$ cat src/rtl/param_csa_accum.sv
// Sequential carry-save frame accumulator with optional approximate low columns.
// Optional operand counter output enabled by defining CSA_ACC_COUNT_EN.
module param_csa_accum #(
    parameter int unsigned WIDTH       = 16,
    parameter int unsigned APPROX_BITS = 4,
    parameter int unsigned CNT_W       = 8
) (
    input  logic             clk,
    input  logic             rst,
    input  logic             approx_en,
    input  logic             in_valid,
    output logic             in_ready,
    input  logic [WIDTH-1:0] in_data,
    input  logic             in_last,
    output logic             out_valid,
    input  logic             out_ready,
    output logic [WIDTH-1:0] out_data,
    output logic             cg_en
`ifdef CSA_ACC_COUNT_EN
    ,
    output logic [CNT_W-1:0] out_count
`endif
);

    typedef enum logic [1:0] {
        IDLE    = 2'd0,
        ACCUM   = 2'd1,
        RESOLVE = 2'd2,
        DONE    = 2'd3
    } state_t;

    state_t           state;
    logic [WIDTH-1:0] s;
    logic [WIDTH-1:0] cy;
    logic             frame_approx;

    logic             accept_c;
    logic             approx_sel_c;
    logic [WIDTH-1:0] sum_c;
    logic [WIDTH-1:0] cout_c;

    assign accept_c     = in_valid & in_ready;
    // The first operand of a frame is compressed with the live approx_en value.
    assign approx_sel_c = (state == IDLE) ? approx_en : frame_approx;
    assign cg_en        = (state != IDLE) | in_valid;

    // One row of full-adder cells; low columns may use the approximate cell.
    always_comb begin
        sum_c  = '0;
        cout_c = '0;
        for (int i = 0; i < int'(WIDTH); i++) begin
            cout_c[i] = (s[i] & cy[i]) | (s[i] & in_data[i]) | (cy[i] & in_data[i]);
            if (approx_sel_c && ($unsigned(i) < APPROX_BITS)) begin
                sum_c[i] = ~cout_c[i];
            end else begin
                sum_c[i] = s[i] ^ cy[i] ^ in_data[i];
            end
        end
    end

    always_ff @(posedge clk) begin
        if (rst) begin
            state        <= IDLE;
            s            <= '0;
            cy           <= '0;
            frame_approx <= 1'b0;
            out_data     <= '0;
            out_valid    <= 1'b0;
            in_ready     <= 1'b0;
        end else begin
            case (state)
                IDLE: begin
                    in_ready <= 1'b1;
                    if (accept_c) begin
                        frame_approx <= approx_en;
                        s            <= sum_c;
                        cy           <= {cout_c[WIDTH-2:0], 1'b0};
                        if (in_last) begin
                            state    <= RESOLVE;
                            in_ready <= 1'b0;
                        end else begin
                            state <= ACCUM;
                        end
                    end else begin
                        s  <= '0;
                        cy <= '0;
                    end
                end
                ACCUM: begin
                    if (accept_c) begin
                        s  <= sum_c;
                        cy <= {cout_c[WIDTH-2:0], 1'b0};
                        if (in_last) begin
                            state    <= RESOLVE;
                            in_ready <= 1'b0;
                        end
                    end
                end
                RESOLVE: begin
                    out_data  <= s + cy;
                    out_valid <= 1'b1;
                    state     <= DONE;
                end
                DONE: begin
                    if (out_ready) begin
                        out_valid <= 1'b0;
                        in_ready  <= 1'b1;
                        s         <= '0;
                        cy        <= '0;
                        state     <= IDLE;
                    end
                end
                default: begin
                    state    <= IDLE;
                    in_ready <= 1'b0;
                end
            endcase
        end
    end

`ifdef CSA_ACC_COUNT_EN
    // Saturating count of operands accepted in the current frame.
    always_ff @(posedge clk) begin
        if (rst) begin
            out_count <= '0;
        end else begin
            case (state)
                IDLE: out_count <= accept_c ? CNT_W'(1) : '0;
                ACCUM: begin
                    if (accept_c && (out_count != {CNT_W{1'b1}})) begin
                        out_count <= out_count + CNT_W'(1);
                    end
                end
                DONE: begin
                    if (out_ready) begin
                        out_count <= '0;
                    end
                end
                default: out_count <= out_count;
            endcase
        end
    end
`endif

endmodule

$ cat config.mk
export PLATFORM = sky130hd
export DESIGN_NAME = param_csa_accum
export DESIGN_NICKNAME = d
export VERILOG_FILES = /design/src/rtl/param_csa_accum.sv
export SDC_FILE = /design/constraint.sdc
export NUM_CORES = 1
export LEC_CHECK = 0
export BUFFER_PORTS_ARGS = -buffer_cell sky130_fd_sc_hd__buf_2
export CAP_MARGIN = 20
export CORE_ASPECT_RATIO = 0.6
export CORE_MARGIN = 10
export CORE_UTILIZATION = 55
export CTS_CLUSTER_DIAMETER = 120
export CTS_CLUSTER_SIZE = 24
export DETAILED_ROUTE_END_ITERATION = 10
export GPL_TIMING_DRIVEN = 1
export PLACE_DENSITY = 0.85
export SLEW_MARGIN = 5
export SYNTH_ARGS = -nofsm -noshare
export SYNTH_HDL_FRONTEND = slang
export SYNTH_SLANG_ARGS = --single-unit
$ cat constraint.sdc
create_clock -name clk -period 5.3 [get_ports clk]
set_clock_uncertainty 0.05 [all_clocks]
set_input_delay 1.06 -clock clk [delete_from_list [all_inputs] [get_ports clk]]
set_output_delay 1.06 -clock clk [all_outputs]
set_load 0.005 [all_outputs]
==> results of run 1 <==
## critical path, cell delays in order
cell	delay, ps
buf_2	130
nand2b_1	130
buf_2	130
## power by group
part           switching, mW  internal (mW)  total, mW  leakage, nW
Sequential            0.0436          0.437      0.481        0.421
Clock                  0.132          0.105      0.237       0.0510
Combinational          0.265          0.164      0.430         1.01
Total                  0.441          0.706       1.15         1.49
## per-stage QoR
stage	utilization	setup WS, ps
floorplan	-	2999
global placement	0.6292	2525
detailed placement	0.6292	2519
CTS	0.6471	2738
global route	0.6471	2684
finish	0.6471	2742
## registers in the layout, indices dropped and copies added, names as in the netlist
name,cells
out_data,16
out_valid,1
state,2
cy,15
in_ready,1
s,16
frame_approx,1
## cell usage in the layout, fill, tap and decap left out, drive strengths merged, types with 2 or more instances in the layout
cell    count
nand2      13
xnor2       7
a22oi      30
mux2i       9
a211oi      9
inv        10
ha         20
nand2b      6
dfxtp      52
nor3b       3
fa         15
xor2        5
nor2b       6
o21ai       9
a221o       2
o21a        2
o31ai       2
o22ai       2
clkbuf      6
buf        41
or2         3
a21o        7
nand3       4
clkinv      2
and3        3
nor3        3
a21oi      19
nor2       65
## cell families after synthesis
kind of cell	count (synthesis)	synth area share
flops	52	0.3447
mux	10	0.03356
simple gates	109	0.1645
buf+inv	27	0.03356
compound gates	89	0.2067
xor+xnor	12	0.03480
fa+ha+maj	35	0.1823
## cell type report
type	instances	area (um2)	share of cell area
multi-input cells	255	1891	0.5640
flip-flops and latches	52	1041	0.3106
clock buffers	6	82.58	0.02464
well taps	66	82.58	0.02464
inverters	10	37.54	0.01120
clock inverters	2	10.01	0.002986
repair buffers	41	207.7	0.06196
## layer usage
metal  track usage  wire [um]
met5             0          0
met4       0.04602         84
met3       0.04378        527
met2        0.2100       2701
met1        0.2201       3549
## worst min path at each step
stage | startpoint | endpoint | slack (ps) | cells past startpoint
finish | out_data[13] | out_data[13] | 430 | 2
global route | out_data[2] | out_data[2] | 460 | 2
CTS | out_data[2] | out_data[2] | 440 | 2
detailed placement | out_data[13] | out_data[13] | 420 | 2
global placement | out_data[13] | out_data[13] | 390 | 2
floorplan | out_data[13] | out_data[13] | 400 | 2
==> key figures, run 1 <==
Finish
  – Area grow syn2layout: 10.98%
  – Post-Layout Cell Count: approximately 430
  – FILL cells: 425
  – # diodes: 0
  – Final Cell Area: ~0.0034 mm2
  – Fin nets: between 400 and 500
  – Layout cells sized above 1: 0.1612

Critical path
  – Worst Path Required: about 4200 ps
  – R2r worst-path depth: 9
  – Kind of start point of the critical path: primary input
  – CP endpoint kind: primary output
  – Crit path to: cg_en
  – Reg-to-Reg Start: s[1]
  – Crit. Startpoint: in_valid
  – RR Endpoint: out_data[11]
  – Register-to-register setup slack: around 2900 ps
  – Crit path DAT: 1450 ps
  – CP Class: primary input to primary output
  – Crit path max fanout: 4

Clock network
  – Worst-Skew Late Latency: about 310 ps
  – CTS buffer count: 5
  – Clock sinks: between 50 and 60
  – CTS H-tree lvls: 2
  – Clock tree buffer depth: 2
  – Root buf cell: clkbuf_8
  – Reg clk slew, reported paths: ~100 ps
  – CTS tree: built
  – Post-CTS Resized: 0
  – Setup bufs post-CTS: 0
  – Hold-fix buffers, CTS: 0

Placement
  – IO Port Bufs: 40
  – Placed Area: 0.003259 mm2
  – DP Cell Count: roughly 420
  – Final GP Congestion: 0.8821
  – DP Wirelength: approximately 5 mm

Routing
  – Initial DRC Count: about 290
  – Vias per cell: roughly 5.8
  – DRC Markers: 0
  – Routed Antenna Nets: 0
  – DR pass1 iterations: 5
  – Total wire length: 6.863 mm
  – Vias: approximately 2500
  – Drt wl/cell: 15.89 um

GRT
  – Total GRT Usage: 0.1517
  – First-pass GRT wire length: roughly 11 mm
  – Number of global-route vias before repair: ~2300
  – Antenna violations before repair: 0
  – Total gr overflow: 0
  – Pin count of the biggest net entering global routing: 58

Synthesis
  – Most frequent cell after synthesis: nor2_1
  – Sequential share of the synthesized area: 0.3447
  – Synth cell count leaders: 65 x nor2_1, 52 x dfxtp_1, 30 x a22oi_1, 20 x ha_1, 18 x a21oi_1
  – Distinct cell type count after synthesis: between 40 and 50
  – Synth top area cells: dfxtp_1 34%, fa_1 9.9%, ha_1 8.3%
  – Top cell type's share of synthesized area: 0.3447
  – Mapped Cells: 334
  – YS warnings: 0
  – Flop and latch count out of synthesis: 52
  – Asr flop ratio synth: 0
  – Post-Syn Area: around 0.0030 mm2
  – Mapped Nets: 391
  – Syn Area/Cell: 9.043 um2
  – Top_reg_cell synth: dfxtp_1
  – EDFF count, synth: 0
  – Yosys top cell by area: dfxtp_1

Pwr
  – Max IR drop VDD: ~170 uV
  – PD cells: about 340 mW/mm2
  – Pleak: around 1.5 nW
  – Tot Pwr: 1.148 mW

Die
  – Num ports: 41
  – Die ar.: about 0.0090 mm2
  – Row cnt: 20
  – Die X: ~120 um
  – Initial core utilization: 0.5831
  – Die Y: around 77 um
  – Core ar.: about 0.0052 mm2

STA
  – RSZ-0062 raised after global routing: no
  – Final Max Tran Viols: 0
  – Slew @ Worst Pin: ~1100 ps
  – Hold WS: about 430 ps
  – Slew margin rel.: 0.2844
  – Min Tclk post-route: between 2000 and 3000 ps
  – Final setup TNS: 0 ps
  – Final hold vios: 0
  – Fmax: ~0.39 GHz
  – # setup viols final: 0
  – Final Cycle Share: 0.4827

Hold path
  – Hold Path Class: flip-flop to flip-flop

Outcome
  – Status: finished, final reports clean

Flow run
  – # Max-Cap Violations: 0
(Power assumes the default switching activity.)
==> run 2: changes to the inputs <==
==> constraint.sdc (replaced) <==
create_clock -name clk -period 2.7 [get_ports clk]
set_clock_uncertainty 0.05 [all_clocks]
set_input_delay 0.54 -clock clk [delete_from_list [all_inputs] [get_ports clk]]
set_output_delay 0.54 -clock clk [all_outputs]
set_load 0.005 [all_outputs]
==> key figures, run 2 (synthesis results as in run 1) <==
Finish
  – Fin nets: around 430
  – Most common cell after layout, fill and taps aside: nor2_1
  – Finished Core Util: 0.6514
  – Most frequent cells in the layout: 65 x nor2_1, 52 x dfxtp_1, 40 x buf_2
  – Final Cell Area: ~0.0034 mm2
  – Top flop regs: out_data x16, s x16, cy x15
  – Layout cells sized above 1: 0.1680
  – # diodes: 0
  – Post-Layout Cell Count: between 400 and 500
  – Area grow syn2layout: 11.72%

Clock network
  – Hold-fix buffers, CTS: 0
  – Root buf cell: clkbuf_8
  – CTS H-tree lvls: 2
  – Clock sinks: 52
  – Post-CTS Resized: 0
  – Setup bufs post-CTS: 0
  – CTS tree: built
  – Worst-Skew Late Latency: 300 ps
  – CTS buffer count: 5
  – Clock tree buffer depth: 2
  – Reg clk slew, reported paths: 90 ps

Pwr
  – PD cells: roughly 670 mW/mm2
  – Max IR drop VDD: 278.5 uV
  – Tot Pwr: between 2 and 2.5 mW
  – Pleak: 1.502 nW

Critical path
  – Register-to-register setup slack: ~330 ps
  – Highest cell delay on the worst timing path: approximately 370 ps
  – CP endpoint kind: flip-flop
  – RR Endpoint: out_data[11]
  – Worst path cell trace: ha_1, inv_1, fa_1, nor2b_4, o31ai_2, a21oi_2, a221o_1, a2111oi_2, nand3b_1
  – Worst Path Required: just under 3000 ps
  – Reg-to-Reg Start: s[1]
  – Crit. Startpoint: s[1]
  – Crit path to: out_data[11]
  – Crit path max fanout: 3
  – Kind of start point of the critical path: flip-flop
  – Crit path DAT: roughly 2600 ps
  – Crit path max-delay cell type: a221o_1
  – R2r worst-path depth: 9
  – CP Class: flip-flop to flip-flop

STA
  – Slew @ Worst Pin: 641.2 ps
  – Final Max Tran Viols: 0
  – # setup viols final: 0
  – Min Tclk post-route: 2369 ps
  – Fmax: around 0.42 GHz
  – Final Cycle Share: 0.8774
  – Final hold vios: 0
  – Final setup TNS: 0 ps
  – RSZ-0062 raised after global routing: no
  – Slew margin rel.: 0.5725

Outcome
  – Status: finished, final reports clean

Placement
  – Final GP Congestion: roughly 0.94
  – DP Cell Count: roughly 430
  – IO Port Bufs: 40
  – DP Wirelength: between 5 and 6 mm
  – Placed Area: around 0.0033 mm2

GRT
  – Pin count of the biggest net entering global routing: 36
  – First-pass GRT wire length: 11.34 mm
  – Antenna violations before repair: 0
  – Number of global-route vias before repair: ~2300
  – Total gr overflow: 0
  – Total GRT Usage: 0.1519

Routing
  – Total wire length: about 7 mm
  – Routed Antenna Nets: 0
  – DRC Markers: 0
  – Initial DRC Count: 208
  – Drt wl/cell: ~16 um
  – Vias per cell: around 5.7
  – Vias: approximately 2500
  – DR pass1 iterations: 4

Hold path
  – Hold Path Class: flip-flop to flip-flop

Die
  – Row cnt: 20
  – Die X: between 100 and 150 um
  – Initial core utilization: 0.5831
  – Die ar.: 0.008953 mm2
  – Core ar.: roughly 0.0052 mm2
  – Num ports: a little over 40
  – Die Y: between 70 and 80 um

Flow run
  – # Max-Cap Violations: 0
[run 2: changes by cell type in the layout (fill, tap and decap cells not counted), sizes merged]
| cell | delta |
|---|---|
| buf | +3 |
[run 2: how the worst min path moves through the flow]
stage / startpoint / to / slack (ps) / cells past startpoint
detailed placement: out_data[5] / out_data[5] / 410 / 2
global placement: out_data[5] / out_data[5] / 400 / 2
global route: approx_en / frame_approx / 450 / 3
CTS: out_data[5] / out_data[5] / 420 / 2
finish: out_data[5] / out_data[5] / 420 / 2
floorplan: out_data[13] / out_data[13] / 400 / 2
[run 2: where the power goes]
group | switching [mW] | internal, mW | leakage, nW | total (mW)
clock | 0.253 | 0.205 | 0.0510 | 0.458
combinational | 0.526 | 0.339 | 1.03 | 0.866
sequential | 0.0835 | 0.859 | 0.421 | 0.942
total | 0.863 | 1.40 | 1.50 | 2.27
[run 2: final cells by class]
type	count	area (um2)
Multi-Input combinational cell	255	1891
Fill cell	466	1805
Sequential cell	52	1041
Timing Repair Buffer	44	230.2
Clock buffer	6	82.58
Tap cell	66	82.58
Inverter	10	37.54
Clock inverter	2	10.01
[run 2: through the flow]
stage               worst slack (ps)  hold slack [ps]
CTS                            341.4            423.1
detailed placement             369.1            409.8
global placement               441.6            404.3
floorplan                      547.2            398.7
finish                         331.1            421.0
global route                   118.3            447.7
[run 2: routing by layer]
metal  part of all wire  global-route usage  up-vias
met5                  0                   0        -
met4             0.0070             0.02985        0
met3              0.079             0.04455        7
met2               0.40              0.2003       69
met1               0.52              0.2341     1163
li1                   -                   -     1239
[run 2: critical path: cells and delay by family (launching register included)]
| kind | cells | cell delay, ps |
|---|---|---|
| AO/OA/AOI/OAI | 4 | 1150 |
| adder cells (fa/ha/maj) | 2 | 490 |
| flip-flops | 1 | 350 |
| AND/OR/NAND/NOR | 2 | 200 |
| buffers and inverters | 1 | 70 |
==> run 3: changes to the inputs <==
--- a/config.mk
+++ b/config.mk
@@ -5,7 +5,7 @@
 export SDC_FILE = /design/constraint.sdc
 export NUM_CORES = 1
 export LEC_CHECK = 0
-export BUFFER_PORTS_ARGS = -buffer_cell sky130_fd_sc_hd__buf_2
+export BUFFER_PORTS_ARGS = -buffer_cell sky130_fd_sc_hd__buf_4
 export CAP_MARGIN = 20
 export CORE_ASPECT_RATIO = 0.6
 export CORE_MARGIN = 10
@@ -14,6 +14,7 @@
 export CTS_CLUSTER_SIZE = 24
 export DETAILED_ROUTE_END_ITERATION = 10
 export GPL_TIMING_DRIVEN = 1
+export MAX_ROUTING_LAYER = met4
 export PLACE_DENSITY = 0.85
 export SLEW_MARGIN = 5
 export SYNTH_ARGS = -nofsm -noshare
==> key figures, run 3 (synthesis results as in run 1) <==
Outcome
  – Status: finished, final reports clean

Routing
  – Total wire length: 7.275 mm
  – Vias: approximately 2600
  – Initial DRC Count: between 200 and 250
  – DR pass1 iterations: 5
  – Routed Antenna Nets: 0
  – Vias per cell: roughly 6.0
  – DRC Markers: 0
  – Drt wl/cell: roughly 17 um

Placement
  – Final GP Congestion: roughly 0.95
  – DP Cell Count: roughly 430
  – DP Wirelength: approximately 5.5 mm
  – Pre-CTS setup slack: approximately 330 ps
  – Placed Area: between 0.003 and 0.004 mm2
  – IO Port Bufs: 40

STA
  – Fmax: around 0.42 GHz
  – RSZ-0062 raised after global routing: no
  – # setup viols final: 0
  – Final Max Tran Viols: 0
  – Slew margin rel.: 0.5593
  – Setup ws final: around 310 ps
  – Final hold vios: 0
  – Final setup TNS: 0 ps
  – Final Cycle Share: 0.8869
  – Slew @ Worst Pin: between 600 and 700 ps
  – Hold WS: 434.4 ps
  – Min Tclk post-route: between 2000 and 2500 ps

Pwr
  – P_int: between 1.5 and 2 mW
  – Pleak: roughly 1.5 nW
  – Sw frac: 0.3644
  – PD cells: roughly 700 mW/mm2
  – Clock power frac: 0.238
  – Max IR drop VDD: 332.2 uV
  – Combinational power share: 0.378
  – Seq pwr share: 0.383
  – Tot Pwr: roughly 2.5 mW
  – Psw: 0.9006 mW

Finish
  – Post-Layout Cell Count: 435
  – Top flop regs: out_data x16, s x16, cy x15
  – Area grow syn2layout: 16.16%
  – Most common cell after layout, fill and taps aside: nor2_1
  – Fin nets: between 400 and 500
  – # diodes: 0
  – Finished Core Util: 0.6773
  – Most frequent cells in the layout: 65 x nor2_1, 52 x dfxtp_1, 44 x buf_4
  – Layout cells sized above 1: 0.1680
  – Final Cell Area: 0.003508 mm2

Clock network
  – Hold-fix buffers, CTS: 0
  – CTS tree: built
  – Root buf cell: clkbuf_8
  – Clock tree buffer depth: 2
  – Worst-Skew Late Latency: 300 ps
  – Post-CTS Resized: 0
  – CTS H-tree lvls: 2
  – CTS buffer count: 5
  – Reg clk slew, reported paths: 100 ps
  – Clock sinks: between 50 and 60
  – Setup bufs post-CTS: 0

Critical path
  – CP top delay family: compound AO/OA/AOI/OAI gates
  – Worst path buffer plus inverter count: 1
  – Crit path to: out_data[11]
  – Crit path max fanout: 3
  – Worst Path Required: 2900 ps
  – CP endpoint kind: flip-flop
  – Reg-to-Reg Start: s[1]
  – RR Endpoint: out_data[11]
  – Crit path DAT: approximately 2600 ps
  – R2r worst-path depth: 9
  – Crit. Startpoint: s[1]
  – Worst path cell trace: ha_1, inv_1, fa_1, nor2b_4, o31ai_2, a21oi_2, a221o_1, a2111oi_2, nand3b_1
  – Worst path depth: 9
  – Crit path max-delay cell type: a221o_1
  – CP Class: flip-flop to flip-flop
  – Highest cell delay on the worst timing path: around 380 ps
  – Register-to-register setup slack: 310 ps
  – Kind of start point of the critical path: flip-flop

GRT
  – Antenna violations before repair: 0
  – Pin count of the biggest net entering global routing: just under 60
  – Number of global-route vias before repair: between 2000 and 2500
  – Total GRT Usage: 0.1643
  – First-pass GRT wire length: between 10 and 15 mm
  – Total gr overflow: 0

Die
  – Row cnt: 20
  – Num ports: 41
  – Initial core utilization: 0.5831
  – Die Y: roughly 77 um
  – Die ar.: a little under 0.009 mm2
  – Die X: approximately 120 um
  – Core ar.: 0.005180 mm2

Flow run
  – # Max-Cap Violations: 0

Hold path
  – Hold Path Class: primary input to flip-flop
[run 3: cell count changes in the layout (fill, tap and decap cells not counted)]
cell / delta
buf_2: -40
buf_4: +40
clkinv_2: -2
bufinv_16: +1
clkbuf_8: +1
[run 3: area by class of cell]
| type | count | area (um2) |
|---|---|---|
| Multi-Input combinational cell | 255 | 1891 |
| Fill cell | 403 | 1672 |
| Sequential cell | 52 | 1041 |
| Timing Repair Buffer | 44 | 330.3 |
| Clock buffer | 7 | 96.34 |
| Tap cell | 66 | 82.58 |
| Inverter | 10 | 37.54 |
| Clock inverter | 1 | 30.03 |
[run 3: worst min-delay path, stage by stage]
cell	delay, ps
buf_4	80
mux2i_1	50
nor2_1	80
[run 3: how the worst min path moves through the flow]
stage            startpoint            to  slack, ps  cells after the start
6_report          approx_en  frame_approx        430                      3
5_1_grt           approx_en  frame_approx        450                      3
4_1_cts        out_data[13]  out_data[13]        430                      2
3_5_place_dp   out_data[13]  out_data[13]        410                      2
3_3_place_gp    out_data[5]   out_data[5]        410                      2
2_1_floorplan  out_data[13]  out_data[13]        400                      2
[run 3: power groups by stage]
stage | logic (mW) | clock network [mW] | registers, mW
6_report | 0.935 | 0.589 | 0.947
5_1_grt | 1.03 | 0.625 | 0.962
4_1_cts | 0.922 | 0.596 | 0.945
3_5_place_dp | 0.915 | 0 | 0.963
3_3_place_gp | 0.885 | 0 | 0.957
2_1_floorplan | 0.614 | 0 | 0.948
[run 3: per-layer routing]
metal | part of all wire | up-vias | global-route usage | wire (um)
met2 | 0.42 | 93 | 0.2305 | 3075
met5 | 0 | - | - | 0
met4 | 0.0099 | 0 | 0.02736 | 72
li1 | - | 1250 | - | -
met3 | 0.067 | 11 | 0.03610 | 491
met1 | 0.50 | 1248 | 0.2377 | 3635
